===== config.mk =====
export PLATFORM = sky130hd
export DESIGN_NAME = lsu_dm_ctrl
export DESIGN_NICKNAME = d
export VERILOG_FILES = /design/src/rtl/lsu_dm_ctrl.sv
export SDC_FILE = /design/constraint.sdc
export NUM_CORES = 1
export LEC_CHECK = 0
export BUFFER_PORTS_ARGS = -buffer_cell sky130_fd_sc_hd__buf_2
export CAP_MARGIN = 20
export CORE_MARGIN = 3
export CORE_UTILIZATION = 35
export DETAILED_ROUTE_END_ITERATION = 6
export PLACE_DENSITY_LB_ADDON = 0.08
export SLEW_MARGIN = 15
export SYNTH_ARGS = -nofsm -noshare
export SYNTH_HDL_FRONTEND = slang
export SYNTH_SLANG_ARGS = --single-unit

===== constraint.sdc =====
create_clock -name clk -period 6 [get_ports clk]
set_clock_uncertainty 0.2 [all_clocks]
set_input_delay 0.3 -clock clk [delete_from_list [all_inputs] [get_ports clk]]
set_output_delay 0.3 -clock clk [all_outputs]
set_load 0.005 [all_outputs]

===== src/rtl/lsu_dm_ctrl.sv =====
// lsu_dm_ctrl -- load/store controller between the MEM stage and the data memory.
//
// Accepts one access per request handshake and checks it for type, alignment
// and range. A good access spends one cycle in ACCESS driving the DM lines.
// Every access ends with a one-cycle RESP pulse that carries the registered,
// extended load data.
//
// Ports:
//   clk, rst      clock; asynchronous active-high reset
//   req_valid     request present
//   req_ready     high only in IDLE (accept = req_valid & req_ready)
//   req_we        1 = store, 0 = load
//   req_type      000 word, 001 half, 010 half-u, 011 byte, 100 byte-u
//   req_addr      byte address
//   req_wdata     right-aligned store data
//   resp_valid    one-cycle completion pulse
//   resp_err      access faulted (type / alignment / range)
//   resp_rdata    extended load data; 0 for stores and errors
//   stall         pipeline stall while busy or while a request waits
//   dm_addr       DM byte address
//   dm_din        DM write data
//   dm_we         DM write enable (ACCESS state, store only)
//   dm_type       normalised DM type: 000 word, 001 half, 011 byte
//   dm_dout       DM combinational read data
module lsu_dm_ctrl #(
   parameter int          ADDR_W   = 7,
   parameter int unsigned DM_BYTES = 128
) (
   input  logic              clk,
   input  logic              rst,
   input  logic              req_valid,
   output logic              req_ready,
   input  logic              req_we,
   input  logic [2:0]        req_type,
   input  logic [ADDR_W-1:0] req_addr,
   input  logic [31:0]       req_wdata,
   output logic              resp_valid,
   output logic              resp_err,
   output logic [31:0]       resp_rdata,
   output logic              stall,
   output logic [ADDR_W-1:0] dm_addr,
   output logic [31:0]       dm_din,
   output logic              dm_we,
   output logic [2:0]        dm_type,
   input  logic [31:0]       dm_dout
);

   typedef enum logic [1:0] {IDLE, ACCESS, RESP} state_t;

   state_t            state, state_next;
   logic              cap_we;
   logic [2:0]        cap_type;
   logic              accept;
   logic              chk_err;
   logic [2:0]        norm_type;
   logic [ADDR_W+2:0] size;
   logic [ADDR_W+2:0] end_addr;
   logic [31:0]       ext;

   assign req_ready  = (state == IDLE);
   assign accept     = req_valid & req_ready;
   assign stall      = (req_valid & ~req_ready) | (state != IDLE);
   assign resp_valid = (state == RESP);
   // Combinational so that an asynchronous reset drops the write at once.
   assign dm_we      = (state == ACCESS) & cap_we;

   // Request check and type normalisation.
   always_comb begin
      size      = '0;
      chk_err   = 1'b0;
      norm_type = 3'b000;
      case (req_type)
         3'b000: begin
            size      = (ADDR_W+3)'(4);
            chk_err   = (req_addr[1:0] != 2'b00);
            norm_type = 3'b000;
         end
         3'b001, 3'b010: begin
            size      = (ADDR_W+3)'(2);
            chk_err   = req_addr[0];
            norm_type = 3'b001;
         end
         3'b011, 3'b100: begin
            size      = (ADDR_W+3)'(1);
            norm_type = 3'b011;
         end
         default: begin
            size    = (ADDR_W+3)'(1);
            chk_err = 1'b1;
         end
      endcase
      // Widened sum so an access running past the top address cannot wrap.
      end_addr = {3'b000, req_addr} + size;
      if (32'(end_addr) > DM_BYTES) chk_err = 1'b1;
   end

   // Load data extension from the captured request type.
   always_comb begin
      ext = dm_dout;
      case (cap_type)
         3'b001:  ext = {{16{dm_dout[15]}}, dm_dout[15:0]};
         3'b010:  ext = {16'h0000, dm_dout[15:0]};
         3'b011:  ext = {{24{dm_dout[7]}}, dm_dout[7:0]};
         3'b100:  ext = {24'h000000, dm_dout[7:0]};
         default: ext = dm_dout;
      endcase
   end

   always_ff @(posedge clk or posedge rst) begin
      if (rst) state <= IDLE;
      else     state <= state_next;
   end

   always_comb begin
      state_next = state;
      case (state)
         IDLE:    if (accept) state_next = chk_err ? RESP : ACCESS;
         ACCESS:  state_next = RESP;
         RESP:    state_next = IDLE;
         default: state_next = IDLE;
      endcase
   end

   always_ff @(posedge clk or posedge rst) begin
      if (rst) begin
         cap_we     <= 1'b0;
         cap_type   <= '0;
         dm_addr    <= '0;
         dm_din     <= '0;
         dm_type    <= '0;
         resp_err   <= 1'b0;
         resp_rdata <= '0;
      end else begin
         if (accept) begin
            cap_we     <= req_we;
            cap_type   <= req_type;
            dm_addr    <= req_addr;
            dm_din     <= req_wdata;
            dm_type    <= norm_type;
            resp_err   <= chk_err;
            resp_rdata <= '0;
         end
         if (state == ACCESS && !cap_we) resp_rdata <= ext;
      end
   end

endmodule

==> out/qor.yml, run 1 <==
grt:
  grt_pass1_vias: 2818
  grt_pass1_wl_um: 14300
  grt_overflow: 0
  grt_max_degree: 81
  antenna_found_initial: 1
  grt_usage_pct: 15.6
cts:
  clkSlewWorstSetupHoldPaths_ns: 0.08
  clk_latency_ns: 0.34
  clk_path_buf_depth: 2
  ctsHtreeMaxLevel: 3
  numCtsBuffers: 9
  cts-root-buf: "clkbuf_8"
  clock_sinks: 80
  cts_tree: "done"
  cts_setup_buffers: 0
critical_path:
  startpoint: "state[1]"
  end_kind: "flop"
  ff2ff_path_depth: 4
  rr_startpoint: "state[1]"
  endpoint: "resp_rdata[20]"
  critPathKind: "reg -> reg"
  required_ns: 6.03
  arrival_ns: 2.23
  critPathMaxFanout: 42
  start_kind: "flop"
  reg2reg_to: "resp_rdata[20]"
  reg2reg_setup_slack_ns: 3.79
synth:
  yosysSeqAreaShare_pct: 55.4
  netlist_instances: 256
  muxShareOfSynthArea_pct: 17.2
  synthFlopType: "dfrtp_1"
  yosysMostFrequentCell: "dfrtp_1"
  synth_compound_area_share_pct: 14.4
  ys_seq_elements: 80
  synthArstFlopShare_pct: 100
  synth_edf_count: 0
  synth_area_um2: 3610
  synthAdderAreaFrac_pct: 1.59
  synthSimpleGateAreaFrac_pct: 5.23
  synth.net_count: 338
  postSynthAreaPerCell_um2: 14.1
  synth_xor_xnor_area_share_pct: 1.18
  synth_top_family_by_area: "multiplexers"
  synth_area_leaders: "dfrtp_1 55%, mux2_4 15%, a22o_1 5.8%, o21a_1 3.3%, buf_6 3.1%"
  ys_top_cells_by_count: "80 x dfrtp_1, 37 x mux2_4, 24 x a22o_1"
  yosysWarnings: 0
  synth_area_leader_cell: "dfrtp_1"
  netlist-cell-type-count: 42
  synth_top_area_share_pct: 55.4
placement:
  dp_hpwl_um: 5740
  port_buffers: 155
  placed_area_um2: 4410
  dp.cells: 527
  gp_congestion: 0.737
routing:
  viasPerCell: 4.66
  routed_wl_um: 8990
  drt-initial-drc-count: 122
  drcViolationCount: 0
  wire_per_inst_um: 15.3
  dr.pass1.iters: 4
  vias: 2732
  antenna_left: 0
floorplanning:
  die_h_um: 108
  die_area_um2: 11600
  initial_core_util_pct: 36.5
  die_w_um: 108
  ios: 157
  rows: 36
  core_area_um2: 9910
timing:
  maxSlewHeadroom_pct: 30.5
  finalCritPeriodShare_pct: 36.8
  clock.fmax_ghz: 0.453
  fin_crit_ns: 2.21
  drv_slew: 0
  hold_viol_final: 0
  final.setup.tns_ns: 0
  rsz0062_at_grt: "false"
  tightest_slew_ns: 1.04
  finalSetupViolCount: 0
cells_and_area:
  antennaDiodeCount: 0
  fin_cells: 586
  nets: 532
  layout-drive-gt1-share_pct: 48.3
  areaGrowthSynthToFinish_pct: 40.7
  multi_input_area_um2: 1440
  stdcell_area_um2: 5080
  regArea_um2: 2000
  fill_cells: 889
power:
  peakVddDrop_mv: 0.133
  p_per_area_nw_per_um2: 314
  p_total_uw: 1590
  p_leak_uw: 0.00259
run_status:
  outcome: "finished clean"
run:
  drv_cap: 0
hold_path:
  hold_path_class: "in -> reg"
[critical path, cell delays in order, from the launching register on]
cell	delay (ns)
dfrtp_1	0.46
nor2_2	0.19
and2_4	0.71
nor2_8	0.23
a22o_1	0.31
[layout make-up]
type                       count  share of cell area, %
clock inverter                 3                   1.33
clock buffer                  11                   2.78
tap                          133                   3.27
timing repair buffer         201                   24.5
inverter                       7                  0.541
sequential                    80                   39.4
multi-input combinational    151                   28.2
[what timing repair did]
action,in CTS,in global routing
hold endpoints to repair,43,40
hold buffers,43,1
gates resized for setup,0,0
[per-stage QoR]
stage	hold WS, ns	worst slack (ns)	utilization (%)
2_1_floorplan	0.240	3.45	-
3_3_place_gp	0.258	3.72	44.5
3_5_place_dp	0.269	3.69	44.5
4_1_cts	0.00367	3.74	51.0
5_1_grt	0.00459	3.63	51.3
6_report	0.0195	3.79	51.3
[registers in the layout (all words and copies together) (netlist names)]
signal	cells
resp_err	1
dm_type	2
state	2
cap_type	3
dm_addr	7
dm_din	32
resp_rdata	32
cap_we	1
[metal layers]
| metal | track usage, % | routed length [um] | vias up | part of all wire [%] |
|---|---|---|---|---|
| met5 | 0 | 13 | - | 0.14 |
| met4 | 3.52 | 53 | 2 | 0.59 |
| met3 | 5.64 | 650 | 7 | 7.2 |
| met2 | 24.6 | 4260 | 101 | 47 |
| met1 | 20.6 | 4010 | 1311 | 45 |
| li1 | - | - | 1311 | - |
[cell families after synthesis]
logic type | after synthesis
and+or+nand+nor | 30
adders and majority gates | 4
other | 1
AOI/OAI and AO/OA | 69
muxes | 43
DFF | 80
xor gates and xnor gates | 4
buffers and inverters | 25
[worst min-delay path by stage]
stage,slack (ns),depth (start not counted),endpoint,startpoint
floorplan,0.24,1,resp_rdata[0],dm_dout[0]
global placement,0.26,2,dm_type[1],dm_type[1]
detailed placement,0.27,2,dm_type[1],dm_type[1]
CTS,0.004,2,dm_addr[6],req_addr[6]
global route,0.005,2,dm_addr[2],req_addr[2]
finish,0.02,2,dm_addr[2],req_addr[2]
[layout by cell type (no fill, tap or decap), types with 6 or more instances in the layout]
cell type      count
nor2_1             6
o21a_1            16
buf_2            155
dfrtp_1           80
a22o_1            24
dlygate4sd3_1     44
o2bb2ai_1          8
clkbuf_8          10
a21oi_1           12
mux2_4            37
[power breakdown]
part	leakage, uW	total (uW)	internal, uW	switching, uW
logic	0.00148	453	256	197
clock network	0.000101	428	242	187
registers	0.00100	713	645	68.3
total	0.00259	1590	1140	452
No activity file was read; power rests on OpenSTA's default activity.
==> run 2, diff against run 1 <==
==> constraint.sdc (replaced) <==
create_clock -name clk -period 2.1 [get_ports clk]
set_clock_uncertainty 0.2 [all_clocks]
set_input_delay 0.105 -clock clk [delete_from_list [all_inputs] [get_ports clk]]
set_output_delay 0.105 -clock clk [all_outputs]
set_load 0.005 [all_outputs]
==> out/qor.yml, run 2 (synthesis results as in run 1) <==
timing:
  drv_slew: 0
  final.setup.tns_ns: 0
  hold_viol_final: 0
  fin_crit_ns: 2.00
  holdWs_ns: 0.0328
  clock.fmax_ghz: 0.499
  tightest_slew_ns: 0.777
  layout_setup_ws_ns: 0.0969
  rsz0062_at_grt: "false"
  maxSlewHeadroom_pct: 48.0
  finalCritPeriodShare_pct: 95.4
  finalSetupViolCount: 0
cts:
  clock_sinks: 80
  clkSlewWorstSetupHoldPaths_ns: 0.08
  numCtsBuffers: 9
  cts-root-buf: "clkbuf_8"
  clk_latency_ns: 0.34
  ctsHtreeMaxLevel: 3
  clk_path_buf_depth: 2
  cts_tree: "done"
critical_path:
  crit_buf_inv: 3
  end_kind: "flop"
  rr_startpoint: "state[1]"
  critPathTopFamily: "buffers and inverters"
  crit_path_cell_trace: "dlygate4sd3_1 > buf_2 > ha_1 > inv_1 > fa_1 > xor2_1 > a31oi_1 > o21ai_1 > a311oi_1"
  arrival_ns: 2.04
  startpoint: "req_addr[0]"
  critPathMaxFanout: 3
  reg2reg_setup_slack_ns: 0.29
  required_ns: 2.14
  start_kind: "primary input"
  path_depth: 9
  critPathKind: "in -> reg"
  slowest_stage: "dlygate4sd3_1"
  ff2ff_path_depth: 4
  crit_path_max_incr_delay_ns: 0.52
  reg2reg_to: "dm_din[28]"
  endpoint: "state[1]"
placement:
  dp.cells: 533
  dp_slack_ns: 0.0165
  dp_hpwl_um: 6030
  port_buffers: 155
  gp_congestion: 0.752
routing:
  dr.pass1.iters: 4
  vias: 2828
  antenna_left: 0
  viasPerCell: 4.51
  wire_per_inst_um: 14.9
  routed_wl_um: 9360
  drcViolationCount: 0
  drt-initial-drc-count: 119
grt:
  antenna_found_initial: 0
  grt_overflow: 0
  grt_usage_pct: 16.5
  grt_max_degree: 52
  grt_pass1_wl_um: 15200
  grt_pass1_vias: 2967
cells_and_area:
  antennaDiodeCount: 0
  fill_cells: 839
  top_regs: "dm_din: 32 flops, resp_rdata: 32 flops, dm_addr: 7 flops"
  final_common_cell: "buf_2"
  nets: 572
  regArea_um2: 2000
  layout-drive-gt1-share_pct: 46.0
  fin_cells: 627
  mostFrequentLayoutCells: "155 x buf_2, 80 x dfrtp_1, 79 x dlygate4sd3_1"
  areaGrowthSynthToFinish_pct: 52.0
  multi_input_area_um2: 1440
floorplanning:
  rows: 36
  initial_core_util_pct: 36.5
  die_h_um: 108
  core_area_um2: 9910
  ios: 157
  die_w_um: 108
  die_area_um2: 11600
power:
  p_per_area_nw_per_um2: 842
  p_total_uw: 4620
  peakVddDrop_mv: 0.338
  switching_power_uw: 1330
  p_comb_share_pct: 29.7
  switching_share_pct: 28.8
  p_leak_uw: 0.00276
  seqPwrFrac_pct: 44.0
  p_int_uw: 3290
  clockPowerShare_pct: 26.3
run_status:
  outcome: "finished clean"
run:
  drv_cap: 0
hold_path:
  hold_path_class: "in -> reg"
run 2: cell types whose count changed in the layout (fill, tap and decap cells not counted), sizes merged:
cell / previous run / this run
clkinv: 1 / 2
clkbuf: 11 / 9
dlygate4sd3: 44 / 79
clkinvlp: 1 / 3
buf: 157 / 162
run 2: cell type report:
cell class	instances	share of cell area (%)
Clock buffer	9	2.26
Timing Repair Buffer	241	29.9
Inverter	7	0.547
Tap cell	133	3.03
Multi-Input combinational cell	151	26.2
Sequential cell	80	36.5
Clock inverter	6	1.55
run 2: timing repair:
item | 4_1_cts | 5_1_grt
hold endpoints to repair | 159 | 0
gates resized for setup | 0 | 2
setup endpoints to repair | 0 | 3
buffers inserted | 0 | 0
hold buffers | 79 | 0
run 2: metrics by stage:
stage                     utilization (%)  cell area (um2)
after floorplan                         -             3620
after global placement               45.3             4490
after detailed placement             45.3             4490
after CTS                            55.4             5490
after global routing                 55.4             5490
final                                55.4             5490
run 2: power groups by stage:
stage	combinational, uW	sequential, uW	clock, uW
after floorplan	764	2070	0
after CTS	1390	2040	1260
after global placement	1270	2060	0
after detailed placement	1280	2060	0
final	1370	2040	1220
after global routing	1510	2080	1330
run 2: how the worst min path moves through the flow:
stage                           start  slack [ns]  cells past startpoint       endpoint
after detailed placement          rst        0.04                      3  resp_rdata[2]
after global placement            rst        0.04                      3  resp_rdata[2]
after global routing      req_type[2]        0.08                      3     dm_type[0]
final                     req_type[2]        0.03                      3     dm_type[0]
after CTS                 req_type[2]        0.01                      3     dm_type[0]
after floorplan            dm_dout[0]        0.04                      1  resp_rdata[0]
run 2: per-layer routing:
layer | part of all wire, % | GRT usage [%]
met1 | 46 | 21.9
met2 | 47 | 26.3
met3 | 6.1 | 5.46
met4 | 0.59 | 3.79
met5 | 0 | 0
run 2: worst reg2reg max path, cell delays in order (launching register included):
cell     delay, ns
dfrtp_1       0.47
nor2_2        0.20
and2_4        0.28
buf_12        0.20
mux2_2        0.35
